### src/rtl/mem_access_ctrl.sv
// mem_access_ctrl: memory access sequencer for the Mini SRC CPU.
// Arbitrates between instruction fetch and data load/store requesters and
// drives the MAR/MDR/RAM strobes through IDLE -> ADDR -> [WDATA] -> ACCESS
// -> [LATCH] -> DONE. Ties go round-robin, starting with fetch after reset.
//
// Ports:
//   Clock      in   system clock, rising edge
//   Clear      in   asynchronous reset, active-low
//   fetch_req  in   fetch read request (level, held until fetch_ack)
//   data_req   in   data access request (level, held until data_ack)
//   data_we    in   1 = store, 0 = load; sampled with data_req
//   mem_ready  in   RAM access complete; only looked at in ACCESS
//   grant_data out  bus owner: 0 = fetch, 1 = data (valid ADDR..DONE)
//   busy       out  high in every state except IDLE
//   MARin      out  MAR load strobe
//   MDRin      out  MDR load enable
//   Read       out  MDR source select and RAM read strobe
//   Write      out  RAM write strobe
//   fetch_ack  out  one-cycle completion pulse to fetch
//   data_ack   out  one-cycle completion pulse to data
//   err        out  timeout flag, high with the ack (MEM_TIMEOUT_EN only)
//
// Optional feature macro: MEM_TIMEOUT_EN. When defined, ACCESS gives up after
// MAX_WAIT cycles without mem_ready and finishes with err. When undefined,
// there is no wait counter and no err port; ACCESS waits indefinitely.
module mem_access_ctrl #(
    parameter int unsigned MAX_WAIT = 16,
    parameter int unsigned CW       = 5
) (
    input  logic Clock,
    input  logic Clear,
    input  logic fetch_req,
    input  logic data_req,
    input  logic data_we,
    input  logic mem_ready,
    output logic grant_data,
    output logic busy,
    output logic MARin,
    output logic MDRin,
    output logic Read,
    output logic Write,
    output logic fetch_ack,
    output logic data_ack
`ifdef MEM_TIMEOUT_EN
    ,
    output logic err
`endif
);

    // The wait counter must be able to hold MAX_WAIT.
    if (MAX_WAIT >= (1 << CW)) begin : g_bad_cfg
        $error("mem_access_ctrl: CW too narrow for MAX_WAIT");
    end

    typedef enum logic [2:0] {
        StIdle,
        StAddr,
        StWdata,
        StAccess,
        StLatch,
        StDone
    } state_e;

    state_e state_q, state_d;
    logic   op_q, op_d;        // 1 = write
    logic   owner_q, owner_d;  // 1 = data requester
    logic   last_q, last_d;    // owner of the last completed transaction

`ifdef MEM_TIMEOUT_EN
    logic [CW-1:0] cnt_q, cnt_d;
    logic          err_q, err_d;
    logic          timeout;

    // cnt_q counts ACCESS cycles already spent; this is the MAX_WAIT-th one.
    assign timeout = (cnt_q == CW'(MAX_WAIT - 1)) && !mem_ready;
`endif

    always_ff @(posedge Clock or negedge Clear) begin
        if (!Clear) begin
            state_q <= StIdle;
            op_q    <= 1'b0;
            owner_q <= 1'b0;
            last_q  <= 1'b1;  // fetch wins the first tie
`ifdef MEM_TIMEOUT_EN
            cnt_q   <= '0;
            err_q   <= 1'b0;
`endif
        end else begin
            state_q <= state_d;
            op_q    <= op_d;
            owner_q <= owner_d;
            last_q  <= last_d;
`ifdef MEM_TIMEOUT_EN
            cnt_q   <= cnt_d;
            err_q   <= err_d;
`endif
        end
    end

    always_comb begin
        state_d = state_q;
        op_d    = op_q;
        owner_d = owner_q;
        last_d  = last_q;
`ifdef MEM_TIMEOUT_EN
        cnt_d   = cnt_q;
        err_d   = err_q;
`endif
        case (state_q)
            StIdle: begin
                if (fetch_req || data_req) begin
                    owner_d = (fetch_req && data_req) ? ~last_q : data_req;
                    op_d    = owner_d ? data_we : 1'b0;
                    state_d = StAddr;
                end
            end
            StAddr:  state_d = op_q ? StWdata : StAccess;
            StWdata: state_d = StAccess;
            StAccess: begin
`ifdef MEM_TIMEOUT_EN
                cnt_d = cnt_q + 1'b1;
`endif
                if (mem_ready) begin
                    state_d = op_q ? StDone : StLatch;
`ifdef MEM_TIMEOUT_EN
                    cnt_d   = '0;
                end else if (timeout) begin
                    state_d = StDone;
                    cnt_d   = '0;
                    err_d   = 1'b1;
`endif
                end
            end
            StLatch: state_d = StDone;
            StDone: begin
                last_d  = owner_q;
                state_d = StIdle;
`ifdef MEM_TIMEOUT_EN
                err_d   = 1'b0;
`endif
            end
            default: state_d = StIdle;
        endcase
    end

    // Moore outputs; an async Clear forces StIdle, so every strobe drops at once.
    always_comb begin
        busy       = 1'b0;
        grant_data = 1'b0;
        MARin      = 1'b0;
        MDRin      = 1'b0;
        Read       = 1'b0;
        Write      = 1'b0;
        fetch_ack  = 1'b0;
        data_ack   = 1'b0;
`ifdef MEM_TIMEOUT_EN
        err        = 1'b0;
`endif
        if (state_q != StIdle) begin
            busy       = 1'b1;
            grant_data = owner_q;
        end
        case (state_q)
            StAddr:   MARin = 1'b1;
            StWdata:  MDRin = 1'b1;
            StAccess: begin
                Read  = ~op_q;
                Write = op_q;
            end
            StLatch: begin
                MDRin = 1'b1;
                Read  = 1'b1;
            end
            StDone: begin
                fetch_ack = ~owner_q;
                data_ack  = owner_q;
`ifdef MEM_TIMEOUT_EN
                err       = err_q;
`endif
            end
            default: ;
        endcase
    end

endmodule

### config.mk
export PLATFORM = sky130hd
export DESIGN_NAME = mem_access_ctrl
export DESIGN_NICKNAME = d
export VERILOG_FILES = /design/src/rtl/mem_access_ctrl.sv
export SDC_FILE = /design/constraint.sdc
export NUM_CORES = 1
export LEC_CHECK = 0
export BUFFER_PORTS_ARGS = -buffer_cell sky130_fd_sc_hd__buf_2
export CAP_MARGIN = 10
export CORE_AREA = 2 2 39 41
export CTS_CLUSTER_SIZE = 20
export DETAILED_ROUTE_END_ITERATION = 10
export DIE_AREA = 0 0 41 43
export PLACE_DENSITY_LB_ADDON = 0.2
export SKIP_CTS_REPAIR_TIMING = 1
export SYNTH_ARGS = -nofsm -noshare
export SYNTH_HDL_FRONTEND = slang
export SYNTH_SLANG_ARGS = --single-unit
export TNS_END_PERCENT = 30
### constraint.sdc
create_clock -name Clock -period 1.9 [get_ports Clock]
set_input_delay 0.285 -clock Clock [delete_from_list [all_inputs] [get_ports Clock]]
set_output_delay 0.285 -clock Clock [all_outputs]
set_load 0.01 [all_outputs]
==> impl_metrics.tcl <==
set metrics [dict create \
    setup_viol 0 \
    grt_first_pass_wirelength_um 1242 \
    synth_ff_type "dfrtp_1" \
    holdWs_ps 285.1 \
    drv_slew 0 \
    wire_per_inst_um 10.01 \
    rsz0062_at_grt "no" \
    io_buffers 13 \
    grt_pass1_vias 328 \
    crit_cells 4 \
    p_int_mw 0.4610 \
    clkLatencyLatePin_ps 250 \
    p_leak_nw 0.2288 \
    yosysTopAreaCell "dfrtp_1" \
    start_util_pct 27.12 \
    worstPathMaxFanout 10 \
    fin_ws_ps 186.1 \
    crit_required_ps 1620 \
    finalWirelength_um 731 \
    fin_crit_sh_pct 90.21 \
    yosysTopAreaCellShare_pct 33.33 \
    htreeDepth 1 \
    power.density_nw_per_um2 1695 \
    detail-route-antenna-nets 0 \
    clock_path_buffers 2 \
    netlist_area_um2 375.4 \
    cts_root_buf "clkbuf_4" \
    multi_input_area_um2 186.4 \
    p_comb_share_pct 45.4 \
    die_h_um 43 \
    path_cells "or3_4, nand2_1, inv_1, buf_2" \
    stdcell_area_um2 462.9 \
    cp_slowest_stage_delay_ps 460 \
    synth.distinct_cells 25 \
    setup_tns_ps 0 \
    utilization_pct 33.45 \
    core_area_um2 1384 \
    fillers 149 \
    synth_edf_count 0 \
    worstHoldPathType "primary input to register" \
    seq_area_frac_synth_pct 40.33 \
    finalNetCount 64 \
    seqPwrFrac_pct 38.5 \
    place_area_um2 426.7 \
    synth_fp_nets 49 \
    crit_arrival_ps 1430 \
    clock_skew_ps 9.993 \
    cts_tree "done" \
    num_vias 330 \
    grt_remaining_overflow 0 \
    synth_top_cells_by_area "dfrtp_1 (33%), dfstp_2 (7.0%), buf_6 (6.0%)" \
    drive_gt1_share_pct 31.58 \
    relSlewSlack_pct 78.77 \
    slowest_stage "dfrtp_1" \
    rows 14 \
    grt_max_degree 12 \
    fmax_mhz 583.5 \
    postSynthCellCount 43 \
    maxCapViolCount 0 \
    yosysWarnings 0 \
    switchingPower_mw 0.3236 \
    crit_path_end "grant_data" \
    rr_worst_depth 2 \
    n_antenna_cell 0 \
    path_clk_slew_ps 50 \
    start_kind "register" \
    num_io_pins 14 \
    finalCriticalPeriod_ps 1714 \
    status "finished clean" \
    power.share.clock_pct 16.1 \
    drtIter0Drc 12 \
    synthToLayoutAreaGrowth_pct 23.33 \
    ff_latch_area_um2 151.4 \
    ir_worst_vdd_mv 0.5060 \
    vias_per_cell 4.521 \
    grt_usage_pct 10.34 \
    r2r-end "state_q[0]" \
    end_kind "primary output" \
    die_w_um 41 \
    r2r_slack_ps 560 \
    post-place-ws_ps 454.8 \
    routabilityCongestion 0.6704 \
    path_buf_inv 2 \
    cts_made_buffers 3 \
    clock-sinks 6 \
    dieArea_um2 1763 \
    synth-seq-cells 6 \
    switching_share_pct 41.24 \
    async_flop_share_pct 100.0 \
    rr_startpoint "state_q[0]" \
    hold_violations 0 \
    cp_top_family "simple AND/OR/NAND/NOR gates" \
    drt_pass1_iterations 4 \
    antenna_found_initial 0 \
    drc 0 \
    startpoint "state_q[0]" \
    hpwl_um 563.8 \
    critPathKind "register to primary output" \
    avgSynthCellArea_um2 8.729 \
    tightestPinTransition_ps 318.4 \
]
-- worst min path at each step --
stage                          from          to  slack, ps  depth (start not counted)
final                     mem_ready  state_q[2]        290                          2
after global routing      mem_ready  state_q[2]        280                          2
after CTS                     Clear  state_q[0]       -160                          1
after detailed placement      Clear     owner_q        110                          1
after global placement        Clear  state_q[2]        120                          1
after floorplan               Clear        op_q        -10                          0
-- stage by stage --
stage / power (mW) / std cells
after floorplan: 0.5873 / 43
after global placement: 0.6658 / 68
after detailed placement: 0.6587 / 68
after CTS: 0.7926 / 72
after global routing: 0.8595 / 73
final: 0.7846 / 73
-- cell usage in the layout (no fill, tap or decap) --
master,Yosys,final
buf_2,0,13
nor2b_1,2,2
nor3_1,1,1
nor3b_1,1,1
o21ai_0,2,2
dfrtp_1,5,5
and2_1,1,1
o311a_1,1,1
inv_1,1,1
a22o_1,1,1
dlygate4sd3_1,0,1
and3b_1,1,1
or3_4,1,1
clkbuf_4,0,3
xnor2_1,1,1
a21o_1,1,1
and3_1,2,2
dfstp_2,1,1
o211ai_1,1,1
clkbuf_1,1,1
nor2_1,5,5
nand2_1,6,6
o21ai_1,2,2
o31ai_1,1,1
nand3_1,1,1
nand2b_1,1,1
-- synthesized netlist by cell type (2+ instances only) --
cell	count
nor2b_1	2
o21ai_1	2
buf_6	2
o21ai_0	2
and3_1	2
nand2_1	6
nor2_1	5
dfrtp_1	5
-- layout make-up --
type	count	area share, %
Timing Repair Buffer	14	16.22
Tap cell	16	4.324
Multi-Input combinational cell	32	40.27
Inverter	1	0.8108
Clock buffer	4	5.676
Sequential cell	6	32.70
-- logic make-up after synthesis --
kind of cell    after synthesis  share of synthesized area [%]
simple gates                 22                          31.00
buf+inv                       5                          9.998
compound gates                9                          16.34
flops                         6                          40.33
xor+xnor                      1                          2.334
-- flip-flops by register name, indices dropped and copies added, names as in the netlist --
| signal | count |
|---|---|
| state_q | 3 |
| owner_q | 1 |
| op_q | 1 |
| last_q | 1 |
-- routing by layer --
metal  global-route usage (%)  part of all wire [%]  wire (um)  vias up
li1                         -                     -          -      174
met1                    14.29                    45        329      151
met2                    13.44                    51        372        5
met3                    2.094                   4.0         29        0
met4                    8.000                     0          0        0
met5                        0                     0          0        -
-- power by group through the flow --
stage          combinational, mW  clock [mW]  sequential, mW
4_1_cts                    0.359       0.133           0.300
5_1_grt                    0.404       0.136           0.320
6_report                   0.356       0.126           0.302
2_1_floorplan              0.359           0           0.229
3_3_place_gp               0.361           0           0.305
3_5_place_dp               0.355           0           0.303
Note: power is estimated with default switching activity, not from simulation.
